<file path="config.mk">
export PLATFORM = sky130hd
export DESIGN_NAME = dmem_bank
export DESIGN_NICKNAME = d
export VERILOG_FILES = /design/src/rtl/dmem_bank.sv
export SDC_FILE = /design/constraint.sdc
export NUM_CORES = 1
export LEC_CHECK = 0
export CAP_MARGIN = 20
export CORE_ASPECT_RATIO = 1.25
export CORE_UTILIZATION = 55
export DETAILED_ROUTE_END_ITERATION = 8
export MAX_ROUTING_LAYER = met4
export PLACE_DENSITY = 0.71
export SLEW_MARGIN = 15
export SYNTH_ARGS = -nofsm -noshare
export SYNTH_HDL_FRONTEND = slang
export SYNTH_SLANG_ARGS = --single-unit
</file>
<file path="constraint.sdc">
create_clock -name clk -period 16.6 [get_ports clk]
set_input_delay 4.98 -clock clk [delete_from_list [all_inputs] [get_ports clk]]
set_output_delay 4.98 -clock clk [all_outputs]
set_load 0.01 [all_outputs]
</file>
<file path="src/rtl/dmem_bank.sv">
// ---------------------------------------------------------------------------
// dmem_bank
//
// Parametrised synchronous data memory for the MEM pipeline stage.
// Word-addressed array of 2**ADDR_W words, DATA_W bits each, with per-byte
// write enables and a registered read port. A read that hits the word being
// written in the same cycle returns the merged (write-first) word.
//
// A sequential clear engine zeroes one word per cycle, starting after every
// reset cycle and on a clr pulse. While it runs it owns the array, reports
// busy, and all access requests are dropped.
//
// Parameters
//   DATA_W  word width in bits (multiple of 8)
//   ADDR_W  address width, DEPTH = 2**ADDR_W
//
// Ports
//   clk      in   single clock, rising edge
//   rst      in   synchronous active-low reset
//   a        in   word address shared by read and write
//   d        in   write data
//   we       in   write request
//   be       in   byte-lane enables, bit i gates d[8i+7:8i]
//   re       in   read request
//   clr      in   one-cycle pulse starting a full clear sweep
//   q        out  registered read data (0 when not reading)
//   q_valid  out  high for the cycle in which q holds read data
//   busy     out  high while the clear engine owns the array
// ---------------------------------------------------------------------------
module dmem_bank #(
    parameter int DATA_W = 8,
    parameter int ADDR_W = 6
) (
    input  logic                  clk,
    input  logic                  rst,
    input  logic [ADDR_W-1:0]     a,
    input  logic [DATA_W-1:0]     d,
    input  logic                  we,
    input  logic [DATA_W/8-1:0]   be,
    input  logic                  re,
    input  logic                  clr,
    output logic [DATA_W-1:0]     q,
    output logic                  q_valid,
    output logic                  busy
);

    localparam int NB    = DATA_W / 8;
    localparam int DEPTH = 2 ** ADDR_W;

    localparam logic ST_IDLE  = 1'b0;
    localparam logic ST_CLEAR = 1'b1;

    logic              state;
    logic [ADDR_W-1:0] cptr;
    logic [DATA_W-1:0] mem [DEPTH];
    logic [DATA_W-1:0] merged;
    logic              idle_access;
    logic              do_write;

    // A normal access only happens out of reset, in IDLE, and when no clear
    // is being requested in the same cycle.
    assign idle_access = rst && (state == ST_IDLE) && !clr;
    assign do_write    = idle_access && we;

    // Write-first view of the addressed word: enabled lanes take the new
    // data, the rest keep the stored bytes. Used both as the value written
    // back and as the forwarded read data.
    always_comb begin
        merged = mem[a];
        for (int i = 0; i < NB; i++) begin
            if (we && be[i]) begin
                merged[8*i +: 8] = d[8*i +: 8];
            end
        end
    end

    // Array update. The array itself is not reset; the clear engine zeroes
    // it one word per cycle instead, and no write occurs in a reset cycle.
    always_ff @(posedge clk) begin
        if (rst) begin
            if (state == ST_CLEAR) begin
                mem[cptr] <= '0;
            end else if (do_write) begin
                mem[a] <= merged;
            end
        end
    end

    // Control: clear sequencer, busy flag and registered read port.
    always_ff @(posedge clk) begin
        if (!rst) begin
            state   <= ST_CLEAR;
            cptr    <= '0;
            busy    <= 1'b1;
            q       <= '0;
            q_valid <= 1'b0;
        end else begin
            case (state)
                ST_CLEAR: begin
                    // Pointer wraps back to 0 naturally after the last word.
                    cptr    <= cptr + ADDR_W'(1);
                    q       <= '0;
                    q_valid <= 1'b0;
                    if (&cptr) begin
                        state <= ST_IDLE;
                        busy  <= 1'b0;
                    end
                end
                default: begin
                    if (clr) begin
                        state   <= ST_CLEAR;
                        cptr    <= '0;
                        busy    <= 1'b1;
                        q       <= '0;
                        q_valid <= 1'b0;
                    end else if (re) begin
                        q       <= merged;
                        q_valid <= 1'b1;
                    end else begin
                        q       <= '0;
                        q_valid <= 1'b0;
                    end
                end
            endcase
        end
    end

endmodule

</file>
==> impl_results.md <==
- Critical path origin: a[0]
- Die height: 222 um
- Layout area overhead: 10.6%
- First-pass GRT wire length: 68400 um
- CTS H-tree depth: 2
- # Post-CTS Setup Buffers: 0
- Yosys warnings: 0
- Resize count post-CTS: 0
- Layout filler cell count: 2589
- Sink Count: around 530
- Commonest non-fill, non-tap cell in the layout: edfxtp_1
- Post-synth ARST share: 0%
- WP data arrival: ~9.4 ns
- Synth Area in Compound Gates: 4.52%
- Distinct cells, synth: 52
- CTS tree: built
- Largest family of logic cells by synthesized area: multiplexers
- Setup tns final: 0 ns
- Post-route ant nets: 0
- Seq/Total Area, Yosys: 74.0%
- Status: complete, no violations
- Start of the worst register-to-register path: state
- Total power: 2.62 mW
- Initial antenna violation count: 0
- FF-to-FF path depth: 5
- PD cells: about 110 nW/um^2
- Initial Util: 55.7%
- Simple-Gate Fraction of Synth Area: under 10%
- Final worst path period need: 9.04 ns
- Number of synthesized flops with an enable pin: between 500 and 600
- Slew Viols, Final: 0
- CP endpoint kind: flip-flop
- Peak Freq: 0.111 GHz
- Clock transition at path regs: approximately 0.07 ns
- Data required, critical path: 16.93 ns
- Adder-cell share of the synthesized area: 0.0589%
- Max_cap viols: 0
- Final Hold Fails: 0
- Register bit total from synthesis: 529
- Pin count of the biggest net entering global routing: 65
- Die W: 178 um
- Synth top area cells: edfxtp_1 (72%), mux4_2 (7.6%), mux4_1 (3.3%)
- Yosys top cell area share: 72.4%
- Largest area contributor in the netlist: edfxtp_1
- # rows: 80
- Vias in the first global route: 10400
- Worst hold path type: reg -> reg
- Synthesized area per cell: between 15 and 20 um^2
- DRC viols: 0
- P_leak: about 7.6 nW
- RSZ-0062 raised after global routing: false
- Commonest cells after routing, fill and taps aside: edfxtp_1 (512), nor2_1 (85), mux4_2 (72)
- Wire length per cell: 27.7 um
- Post-synthesis xor/xnor area fraction: 0.124%
- CP startpoint kind: primary input
- GP Congestion: 0.886
- Mux contribution to synthesized area: 15.0%
- Drt first pass iters: 5
- Part of the cycle the worst path needs: 54.5%
- WHS Path Cells: 1
- Max-slew headroom: roughly 22%
- Hold path start: busy
- Via count: approximately 10000
- Syn Nets: 1111
- Worst-margin pin slew: approximately 1.2 ns
- Ant diodes: 0
- # nets final: 1153
- Ports: 30
- Gr ovfl total: 0
- Sum of routed wire length over all layers: 46100 um
- Core area: 38100 um^2
- Main synth FF type: edfxtp_1
- Total die area: between 30000 and 40000 um^2
- Input/output buffers: 29
- DR iter-0 viols: 1221
- Cells after synthesis: about 1100
- Synthesized cell area: roughly 21000 um^2
- Tot GR Track Use: 25.2%
- Final setup skew: approximately 0.021 ns
- Max IR drop VDD: 83.0 uV
- Clk Latency, worst-skew pair: 0.57 ns
- Clock root buffer: clkbuf_16
- Final core occ: 61.6%
- Worst-path fanout max: 63
- Clk buf depth: 3
- Hpwl dp: 28100 um
- Num CTS Buffers: 47
- WS Path Type: in -> reg
- Via/cell ratio: 6.31
- Cts hold-fix bufs: 0
- # setup viols final: 0
- Share of layout cells above drive strength 1: 18.3%
==> routing by layer <==
| metal | GRT usage, % | vias to the layer above | part of all wire [%] |
|---|---|---|---|
| met4 | 9.07 | 0 | 3.6 |
| li1 | - | 4555 | - |
| met1 | 33.5 | 5395 | 39 |
| met2 | 39.1 | 449 | 50 |
| met5 | - | - | 0 |
| met3 | 4.51 | 94 | 7.5 |
==> final cells by class <==
type / instances / area, um^2 / share of cell area (%)
clock buffers: 66 / 1360 / 5.79
clock inverters: 21 / 181 / 0.772
inverters: 1 / 3.75 / 0.0160
multi-input cells: 500 / 5140 / 21.9
flip-flops and latches: 529 / 15700 / 66.9
well taps: 492 / 616 / 2.62
repair buffers: 53 / 475 / 2.02
==> logic make-up after synthesis <==
kind of cell	Yosys count
simple gates	193
compound gates	122
fa+ha+maj	1
flops	529
xor+xnor	3
buf+inv	61
mux	181
==> Yosys cell counts (16+ instances only) <==
master	n
mux4_1	27
dfxtp_1	17
nor2_1	86
mux2_2	19
o21ai_0	21
mux4_2	72
mux2i_1	60
clkbuf_1	18
buf_2	18
edfxtp_1	512
o31ai_1	16
nand2_1	36
nor2b_1	22
==> registers in the layout, indices dropped and copies added (netlist names) <==
| register | count |
|---|---|
| state | 1 |
| busy | 1 |
| q_valid | 1 |
| q | 8 |
| cptr | 6 |
| mem | 512 |
==> final timing paths <==
path,endpoint,slack [ns]
max,mem[44][6],7.56
min reg2reg,busy,0.55
min,busy,0.55
max reg2reg,mem[33][2],12.74
==> metrics by stage <==
stage	instances	setup WS, ns	cell area, um^2	hold slack (ns)
finish	1662	7.56	23500	0.553
detailed placement	1575	6.93	21900	0.545
CTS	1662	7.52	23500	0.560
global route	1662	7.22	23500	0.584
global placement	1572	7.05	21900	0.551
floorplan	1090	7.24	21200	0.519
==> where the power goes <==
part / internal [mW] / switching (mW)
Sequential: 1.45 / 0.00219
Clock: 0.618 / 0.458
Combinational: 0.0365 / 0.0593
==> critical path, cell delays in order <==
cell and delay [ns]:
buf_8 0.47, buf_4 0.79, buf_4 0.83, mux4_2 0.37, mux2i_1 0.07, mux4_2 0.46
or2_1 0.27, a31oi_4 0.51, buf_4 0.47
Power figures use the tool's default switching activity.
